$ cat src/rtl/ram_pkg.sv
// Shared definitions for the RAM access controller and its RAM-side wrapper:
// default geometry and the burst FSM state encoding.
package ram_pkg;

    localparam int RAM_ADDR_WIDTH = 5;
    localparam int RAM_DATA_WIDTH = 8;
    localparam int MEM_DEPTH      = 32;
    localparam int LEN_WIDTH      = 3;

    typedef enum logic [2:0] {
        ST_IDLE      = 3'd0,
        ST_WR_DATA   = 3'd1,
        ST_WR_COMMIT = 3'd2,
        ST_RD_ISSUE  = 3'd3,
        ST_RD_WAIT   = 3'd4,
        ST_RD_RSP    = 3'd5,
        ST_DONE      = 3'd6
    } ram_state_e;

endpackage

$ cat src/rtl/ram_access_ctrl_if.sv
// Client-side bus of the RAM access controller: command, write-beat and
// read-beat handshakes plus the burst-complete pulse.
interface ram_access_ctrl_if
    import ram_pkg::*;
#(
    parameter int ADDR_WIDTH = RAM_ADDR_WIDTH,
    parameter int DATA_WIDTH = RAM_DATA_WIDTH
);

    logic                  req_valid;
    logic                  req_ready;
    logic                  req_write;
    logic [ADDR_WIDTH-1:0] req_addr;
    logic [LEN_WIDTH-1:0]  req_len;

    logic                  wr_data_valid;
    logic                  wr_data_ready;
    logic [DATA_WIDTH-1:0] wr_data;

    logic                  rsp_valid;
    logic                  rsp_ready;
    logic [DATA_WIDTH-1:0] rsp_data;
    logic                  rsp_last;

    logic                  done;

    // Requester side
    modport master (
        output req_valid, req_write, req_addr, req_len,
        output wr_data_valid, wr_data, rsp_ready,
        input  req_ready, wr_data_ready, rsp_valid, rsp_data, rsp_last, done
    );

    // Controller side
    modport slave (
        input  req_valid, req_write, req_addr, req_len,
        input  wr_data_valid, wr_data, rsp_ready,
        output req_ready, wr_data_ready, rsp_valid, rsp_data, rsp_last, done
    );

endinterface

$ cat src/rtl/ram_access_ctrl.sv
// Burst controller in front of a single-port RAM with 1-cycle read latency.
// Keeps exactly one RAM access in flight; every output is a flop so the RAM
// and the client see glitch-free, zero-when-idle drives.
module ram_access_ctrl
    import ram_pkg::*;
#(
    parameter int ADDR_WIDTH = RAM_ADDR_WIDTH,
    parameter int DATA_WIDTH = RAM_DATA_WIDTH
)
(
    input  logic                  clk,
    input  logic                  rst_n,
    ram_access_ctrl_if.slave      bus,
    output logic                  mem_wr_en,
    output logic                  mem_rd_en,
    output logic [ADDR_WIDTH-1:0] mem_addr,
    output logic [DATA_WIDTH-1:0] mem_wdata,
    input  logic [DATA_WIDTH-1:0] mem_rdata
);

    localparam logic [ADDR_WIDTH-1:0] ADDR_ZERO = {ADDR_WIDTH{1'b0}};
    localparam logic [ADDR_WIDTH-1:0] ADDR_ONE  = {{(ADDR_WIDTH-1){1'b0}}, 1'b1};
    localparam logic [DATA_WIDTH-1:0] DATA_ZERO = {DATA_WIDTH{1'b0}};

    ram_state_e            state_r;
    logic [ADDR_WIDTH-1:0] addr_r;
    logic [LEN_WIDTH-1:0]  len_r;
    logic [LEN_WIDTH-1:0]  cnt_r;

    logic                  req_ready_r;
    logic                  wr_data_ready_r;
    logic                  rsp_valid_r;
    logic [DATA_WIDTH-1:0] rsp_data_r;
    logic                  rsp_last_r;
    logic                  done_r;
    logic                  mem_wr_en_r;
    logic                  mem_rd_en_r;
    logic [ADDR_WIDTH-1:0] mem_addr_r;
    logic [DATA_WIDTH-1:0] mem_wdata_r;

    // Burst FSM: state, beat bookkeeping and all registered outputs.
    // Outputs are loaded on the edge that enters the state they belong to,
    // so each one is valid for exactly the cycles spent in that state.
    // req_ready stays low through reset and rises on the first edge after.
    always_ff @(posedge clk or negedge rst_n) begin
        if (!rst_n) begin
            state_r         <= ST_IDLE;
            addr_r          <= ADDR_ZERO;
            len_r           <= 3'd0;
            cnt_r           <= 3'd0;
            req_ready_r     <= 1'b0;
            wr_data_ready_r <= 1'b0;
            rsp_valid_r     <= 1'b0;
            rsp_data_r      <= DATA_ZERO;
            rsp_last_r      <= 1'b0;
            done_r          <= 1'b0;
            mem_wr_en_r     <= 1'b0;
            mem_rd_en_r     <= 1'b0;
            mem_addr_r      <= ADDR_ZERO;
            mem_wdata_r     <= DATA_ZERO;
        end else begin
            case (state_r)
                ST_IDLE: begin
                    req_ready_r <= 1'b1;
                    if (bus.req_valid && req_ready_r) begin
                        addr_r      <= bus.req_addr;
                        len_r       <= bus.req_len;
                        cnt_r       <= 3'd0;
                        req_ready_r <= 1'b0;
                        if (bus.req_write) begin
                            state_r         <= ST_WR_DATA;
                            wr_data_ready_r <= 1'b1;
                        end else begin
                            state_r     <= ST_RD_ISSUE;
                            mem_rd_en_r <= 1'b1;
                            mem_addr_r  <= bus.req_addr;
                        end
                    end
                end
                ST_WR_DATA: begin
                    if (bus.wr_data_valid) begin
                        wr_data_ready_r <= 1'b0;
                        mem_wr_en_r     <= 1'b1;
                        mem_addr_r      <= addr_r;
                        mem_wdata_r     <= bus.wr_data;
                        state_r         <= ST_WR_COMMIT;
                    end
                end
                ST_WR_COMMIT: begin
                    mem_wr_en_r <= 1'b0;
                    mem_addr_r  <= ADDR_ZERO;
                    mem_wdata_r <= DATA_ZERO;
                    if (cnt_r == len_r) begin
                        state_r <= ST_DONE;
                        done_r  <= 1'b1;
                    end else begin
                        cnt_r           <= cnt_r + 3'd1;
                        addr_r          <= addr_r + ADDR_ONE;
                        wr_data_ready_r <= 1'b1;
                        state_r         <= ST_WR_DATA;
                    end
                end
                ST_RD_ISSUE: begin
                    mem_rd_en_r <= 1'b0;
                    mem_addr_r  <= ADDR_ZERO;
                    state_r     <= ST_RD_WAIT;
                end
                ST_RD_WAIT: begin
                    // RAM data is only valid in this cycle; capture it now.
                    rsp_data_r  <= mem_rdata;
                    rsp_valid_r <= 1'b1;
                    rsp_last_r  <= (cnt_r == len_r);
                    state_r     <= ST_RD_RSP;
                end
                ST_RD_RSP: begin
                    if (bus.rsp_ready) begin
                        rsp_valid_r <= 1'b0;
                        rsp_last_r  <= 1'b0;
                        rsp_data_r  <= DATA_ZERO;
                        if (cnt_r == len_r) begin
                            state_r <= ST_DONE;
                            done_r  <= 1'b1;
                        end else begin
                            cnt_r       <= cnt_r + 3'd1;
                            addr_r      <= addr_r + ADDR_ONE;
                            mem_rd_en_r <= 1'b1;
                            mem_addr_r  <= addr_r + ADDR_ONE;
                            state_r     <= ST_RD_ISSUE;
                        end
                    end
                end
                ST_DONE: begin
                    done_r      <= 1'b0;
                    req_ready_r <= 1'b1;
                    state_r     <= ST_IDLE;
                end
                default: begin
                    state_r         <= ST_IDLE;
                    req_ready_r     <= 1'b0;
                    wr_data_ready_r <= 1'b0;
                    rsp_valid_r     <= 1'b0;
                    rsp_data_r      <= DATA_ZERO;
                    rsp_last_r      <= 1'b0;
                    done_r          <= 1'b0;
                    mem_wr_en_r     <= 1'b0;
                    mem_rd_en_r     <= 1'b0;
                    mem_addr_r      <= ADDR_ZERO;
                    mem_wdata_r     <= DATA_ZERO;
                end
            endcase
        end
    end

    assign bus.req_ready     = req_ready_r;
    assign bus.wr_data_ready = wr_data_ready_r;
    assign bus.rsp_valid     = rsp_valid_r;
    assign bus.rsp_data      = rsp_data_r;
    assign bus.rsp_last      = rsp_last_r;
    assign bus.done          = done_r;
    assign mem_wr_en         = mem_wr_en_r;
    assign mem_rd_en         = mem_rd_en_r;
    assign mem_addr          = mem_addr_r;
    assign mem_wdata         = mem_wdata_r;

endmodule
$ cat src/flat_wrapper.sv
// flat-port wrapper written by rule: the top's interface ports become plain ports
module ram_access_ctrl_flat import ram_pkg::*;
#(
    parameter int ADDR_WIDTH = RAM_ADDR_WIDTH,
    parameter int DATA_WIDTH = RAM_DATA_WIDTH
)
  (clk, rst_n, mem_wr_en, mem_rd_en, mem_addr, mem_wdata, mem_rdata, bus_req_valid, bus_req_write, bus_req_addr, bus_req_len, bus_wr_data_valid, bus_wr_data, bus_rsp_ready, bus_req_ready, bus_wr_data_ready, bus_rsp_valid, bus_rsp_data, bus_rsp_last, bus_done);
  ram_access_ctrl_if #(.ADDR_WIDTH(ADDR_WIDTH), .DATA_WIDTH(DATA_WIDTH)) bus_i ();
  input  logic clk;
  input  logic rst_n;
  output logic mem_wr_en;
  output logic mem_rd_en;
  output logic [ADDR_WIDTH-1:0] mem_addr;
  output logic [DATA_WIDTH-1:0] mem_wdata;
  input  logic [DATA_WIDTH-1:0] mem_rdata;
  input wire logic [$bits(bus_i.req_valid)-1:0] bus_req_valid;
  input wire logic [$bits(bus_i.req_write)-1:0] bus_req_write;
  input wire logic [$bits(bus_i.req_addr)-1:0] bus_req_addr;
  input wire logic [$bits(bus_i.req_len)-1:0] bus_req_len;
  input wire logic [$bits(bus_i.wr_data_valid)-1:0] bus_wr_data_valid;
  input wire logic [$bits(bus_i.wr_data)-1:0] bus_wr_data;
  input wire logic [$bits(bus_i.rsp_ready)-1:0] bus_rsp_ready;
  output wire logic [$bits(bus_i.req_ready)-1:0] bus_req_ready;
  output wire logic [$bits(bus_i.wr_data_ready)-1:0] bus_wr_data_ready;
  output wire logic [$bits(bus_i.rsp_valid)-1:0] bus_rsp_valid;
  output wire logic [$bits(bus_i.rsp_data)-1:0] bus_rsp_data;
  output wire logic [$bits(bus_i.rsp_last)-1:0] bus_rsp_last;
  output wire logic [$bits(bus_i.done)-1:0] bus_done;
  assign bus_i.req_valid = bus_req_valid;
  assign bus_i.req_write = bus_req_write;
  assign bus_i.req_addr = bus_req_addr;
  assign bus_i.req_len = bus_req_len;
  assign bus_i.wr_data_valid = bus_wr_data_valid;
  assign bus_i.wr_data = bus_wr_data;
  assign bus_i.rsp_ready = bus_rsp_ready;
  assign bus_req_ready = bus_i.req_ready;
  assign bus_wr_data_ready = bus_i.wr_data_ready;
  assign bus_rsp_valid = bus_i.rsp_valid;
  assign bus_rsp_data = bus_i.rsp_data;
  assign bus_rsp_last = bus_i.rsp_last;
  assign bus_done = bus_i.done;
  ram_access_ctrl #(.ADDR_WIDTH(ADDR_WIDTH), .DATA_WIDTH(DATA_WIDTH)) u_core (.clk(clk), .rst_n(rst_n), .bus(bus_i), .mem_wr_en(mem_wr_en), .mem_rd_en(mem_rd_en), .mem_addr(mem_addr), .mem_wdata(mem_wdata), .mem_rdata(mem_rdata));
endmodule
$ cat config.mk
export PLATFORM = sky130hd
export DESIGN_NAME = ram_access_ctrl_flat
export DESIGN_NICKNAME = d
export VERILOG_FILES = /design/src/rtl/ram_pkg.sv /design/src/rtl/ram_access_ctrl_if.sv /design/src/rtl/ram_access_ctrl.sv /design/src/flat_wrapper.sv
export SDC_FILE = /design/constraint.sdc
export NUM_CORES = 1
export LEC_CHECK = 0
export CAP_MARGIN = 20
export CORE_AREA = 10 10 121 68
export CTS_BUF_LIST = sky130_fd_sc_hd__clkbuf_8
export DETAILED_ROUTE_END_ITERATION = 7
export DIE_AREA = 0 0 131 78
export PLACE_DENSITY = 0.67
export SLEW_MARGIN = 10
export SYNTH_ARGS = -nofsm -noshare
export SYNTH_HDL_FRONTEND = slang
export SYNTH_SLANG_ARGS = --single-unit
$ cat constraint.sdc
create_clock -name clk -period 5.37 [get_ports clk]
set_input_delay 0.537 -clock clk [delete_from_list [all_inputs] [get_ports clk]]
set_output_delay 0.537 -clock clk [all_outputs]
set_load 0.01 [all_outputs]
# After elaboration in Yosys (flattened, before gate mapping)
# Cells that the tools add are included.
[op_classes]
addsub = 2
eq_ne = 14
muxes = 44
bitwise_logic = 6
reduce_logical = 19
[ops]
columns = ["cell", "n"]
rows = [
  ["$mux 5", 8],
  ["$mux 3", 8],
  ["$pmux 8 s3", 1],
  ["$pmux 5 s4", 1],
  ["$pmux 3 s6", 1],
  ["$mux 8", 2],
  ["$pmux 8 s2", 1],
  ["$pmux 1 s3", 5],
  ["$pmux 5 s3", 1],
  ["$reduce_or 5->1", 3],
  ["$mux 1", 12],
  ["$ne 2x2->1 const B", 6],
  ["$reduce_or 4->1", 3],
  ["$reduce_and 5->1", 2],
  ["$eq 3x3->1 const B", 3],
  ["$pmux 3 s3", 1],
  ["$reduce_and 2->1", 4],
  ["$eq 3x2->1 const B", 2],
  ["$not 1->1", 6],
  ["$reduce_and 3->1", 2],
  ["$reduce_and 6->1", 1],
  ["$add 5x1->5 const B", 1],
  ["$pmux 1 s4", 1],
  ["$add 3x1->3 const B", 1],
  ["9 further kinds", 9],
]
[word_totals]
ff_bits = 42
output_inout_bits = 28

# Depth between registers and ports, before layout
[depth]
word_depth = 4
mapped_depth = 7

# Least setup slack after synthesis
# No wires, ideal clock.
[synth_timing]
path_kind = "input to register"
start = "in bus_wr_data_valid"
end = "reg u_core.mem_addr_r[0], in the netlist u_core.mem_addr[0]"
setup_ns = 0.125
arrival_ns = 1.662
slack_ns = 3.583
cell_stages = 5
n_path_buf = 1
path_cell_list = "buf_2 and2b_1 a2111oi_2 nor4_4 mux2_2"
[synth_between]
elab_chain_len = 2
[synth_rtl]
columns = ["item", "line", "text"]
rows = [
  ["start, declared", "flat_wrapper.sv:20", "input wire logic [$bits(bus_i.wr_data_valid)-1:0] bus_wr_data_valid;"],
  ["$ne 2x2->1 (no source line)", "n/a", ""],
  ["$reduce_and 6->1 (no source line)", "n/a", ""],
  ["end signal, assigned", "ram_access_ctrl.sv:76", "mem_addr_r <= bus.req_addr;"],
  ["end signal, assigned", "ram_access_ctrl.sv:84", "mem_addr_r <= addr_r;"],
  ["end signal, assigned", "ram_access_ctrl.sv:127", "mem_addr_r <= addr_r + ADDR_ONE;"],
  ["end, declared", "ram_access_ctrl.sv:38", "logic [ADDR_WIDTH-1:0] mem_addr_r;"],
]
# No other way between the ends.
# A chain may end at the register's enable or synchronous reset.

# Final worst setup path
[layout_timing]
start = "reg u_core.state_r[2]"
end = "reg u_core.mem_addr_r[1], in the netlist u_core.mem_addr[1]"
[layout_between]
elab_chain_len = 4
elab_cells_between_ends = 14
[layout_rtl]
columns = ["item", "line", "text"]
rows = [
  ["start, declared", "ram_access_ctrl.sv:25", "ram_state_e state_r;"],
  ["start signal, assigned", "ram_access_ctrl.sv:47", "state_r <= ST_IDLE;"],
  ["start signal, assigned", "ram_access_ctrl.sv:71", "state_r <= ST_WR_DATA;"],
  ["start signal, assigned", "ram_access_ctrl.sv:74", "state_r <= ST_RD_ISSUE;"],
  ["$eq 3x3->1", "ram_access_ctrl.sv:62", "case (state_r)"],
  ["$reduce_or 2->1 (no source line)", "n/a", ""],
  ["$not 1->1 (no source line)", "n/a", ""],
  ["$reduce_and 6->1 (no source line)", "n/a", ""],
]
# Several ways; a longest one is shown, not always the timed one.

==> impl_metrics.tcl <==
set metrics [dict create \
    synth_top_cell_area_share_pct 43.9 \
    fp.dieArea_um2 10200 \
    hp-class "input pin to async pin" \
    cts_sinks 42 \
    finalHoldViolations 0 \
    synth_mux_area_share_pct 8.00 \
    tightest_slew_ps 976 \
    status "finished, final reports clean" \
    fillers 594 \
    cts_resized 0 \
    p_leak_uw 0.00132 \
    design_area_um2 3150 \
    final_nets 320 \
    yosys.area_share.simple_pct 16.4 \
    drv_cap 0 \
    num_antenna_cells 0 \
    clockBufferDepth 2 \
    rsz0062_at_grt "no" \
    finalPower_uw 1920 \
    instances_no_fill 381 \
    die_x_um 131 \
    vias_per_cell 5.18 \
    initial_core_util_pct 37.8 \
    fin_skew_ps 3.05 \
    dp_hpwl_um 4720 \
    ys_types 56 \
    cp_max_fo 32 \
    synthesis.nets 269 \
    synth_enable_flop_cells 0 \
    yosys.area.top_type "dfrtp_1" \
    ys.flop_type "dfrtp_1" \
    place_area_um2 3010 \
    grtUsageTotal_pct 12.7 \
    place.gp.congestion 0.834 \
    area_growth_pct 31.4 \
    critPathLaunchType "register" \
    rows 21 \
    postCtsSetupRepairBufs 0 \
    vias 1973 \
    coreArea_um2 6330 \
    async_flop_share_pct 100 \
    seq_area_frac_synth_pct 43.9 \
    drt_iter0_drc 137 \
    synth_seq_cells 42 \
    overflow 0 \
    io_buffers 57 \
    finalWirelength_um 6440 \
    drc 0 \
    period_minus_slack_ps 2410 \
    crit_type "register to register" \
    drtPass1Iterations 4 \
    chipHeight_um 78 \
    yosysWarningCount 0 \
    first_global_vias 1892 \
    postSynthCellCount 237 \
    peakVddDrop_mv 0.208 \
    synthTopCellsByCount "dfrtp_1, nand2_1, nor2_1" \
    io_pins 58 \
    hold_buffers 0 \
    dp.cells 373 \
    worstPathArrival_ps 2600 \
    htreeDepth 2 \
    timing.fmax_mhz 415 \
    synthAdderAreaFrac_pct 1.05 \
    fin_crit_sh_pct 44.9 \
    cts_tree "done" \
    clk_latency_ps 290 \
    timing.hold.ws_ps 394 \
    reg2reg_depth 4 \
    root_buffer "clkbuf_8" \
    synth_top_family_by_area "compound AO/OA/AOI/OAI gates" \
    synth.avg_cell_area_um2 10.1 \
    grt_antenna_before_repair 0 \
    slew_viol_final 0 \
    grt_max_degree 46 \
    p_per_area_nw_per_um2 611 \
    numCtsBuffers 5 \
    synth-compound-area-share_pct 23.8 \
    grt_pass1_wl_um 10400 \
    synth.most_common_cell "dfrtp_1" \
    clkTransAtPathRegs_ps 90 \
    ant_nets 0 \
    layout-drive-gt1-share_pct 13.1 \
    post_drt_wl_per_cell_um 16.9 \
    synth-xor-area-share_pct 2.77 \
    fin_setup_tns_ps 0 \
    synthTopCellsByArea "dfrtp_1, mux2_2, a22o_1" \
    slew_headroom_pct 35.0 \
    cp-end-kind "register" \
    setup_viol 0 \
    synth_area_um2 2390 \
    cp.required_ps 5550 \
]
critical path, stage by stage, from the launching register on:
cell and delay [ps]:
dfrtp_1 970, or2b_4 380, nor4_2 500, nor4_4 150, mux2_2 300
cells by family after synthesis:
group,count (synthesis)
buffers and inverters,20
flip-flops,42
AO/OA/AOI/OAI,77
multiplexers,17
XOR/XNOR,5
adder cells (fa/ha/maj),2
AND/OR/NAND/NOR,74
state kept, by name, indices dropped and copies added (netlist names), 3 cells and up:
| name | count |
|---|---|
| u_core.mem_wdata | 8 |
| u_core.state_r | 3 |
| u_core.mem_addr | 5 |
| u_core.cnt_r | 3 |
| u_core.len_r | 3 |
| u_core.bus.rsp_data | 8 |
| u_core.addr_r | 5 |
area by class of cell:
| cell class | count | area [um2] | share of cell area (%) |
|---|---|---|---|
| inverter | 6 | 22.5 | 0.716 |
| clock inverter | 3 | 68.8 | 2.19 |
| clock buffer | 5 | 68.8 | 2.19 |
| timing repair buffer | 58 | 573 | 18.2 |
| multi-input combinational | 175 | 1250 | 39.6 |
| tap | 92 | 115 | 3.66 |
| sequential | 42 | 1050 | 33.4 |
metrics by stage:
stage / setup WS (ps) / util (%)
2_1_floorplan: 3580 / -
3_3_place_gp: 3000 / 47.5
3_5_place_dp: 2940 / 47.5
4_1_cts: 3010 / 49.7
5_1_grt: 2810 / 49.7
6_report: 2960 / 49.7
cell usage in the layout (no fill, tap or decap), drive strengths merged, types with 5 or more instances in the layout:
cell type	instances
a21oi	15
dfrtp	42
mux2i	6
clkdlybuf4s50	56
nand2	23
nor2	20
clkbuf	5
a22o	11
inv	6
nand3	7
a22oi	5
o21ai	16
mux2	11
worst paths after layout:
check                                startpoint                   end  slack, ps
hold / removal                            rst_n       u_core.len_r[2]        390
setup reg to reg              u_core.state_r[2]    u_core.mem_addr[1]       2960
hold reg to reg            u_core.bus.rsp_valid  u_core.bus.rsp_valid        490
setup / recovery              u_core.state_r[2]    u_core.mem_addr[1]       2960
min in group clk           u_core.bus.rsp_valid  u_core.bus.rsp_valid        490
max in group asynchronous                 rst_n      u_core.mem_wr_en       4370
routing by layer:
metal | vias to the layer above | global-route usage (%) | share of wire [%]
met4 | 0 | 1.99 | 0.12
met3 | 2 | 5.36 | 12
li1 | 970 | - | -
met2 | 70 | 15.1 | 36
met1 | 931 | 20.0 | 52
met5 | - | 0 | 0
where the power goes:
part           switching [uW]  total, uW  internal [uW]
logic                     481        985            504
registers                 180        632            452
clock network             118        305            186
total                     779       1920           1140
Note: power is estimated with default switching activity, not from simulation.
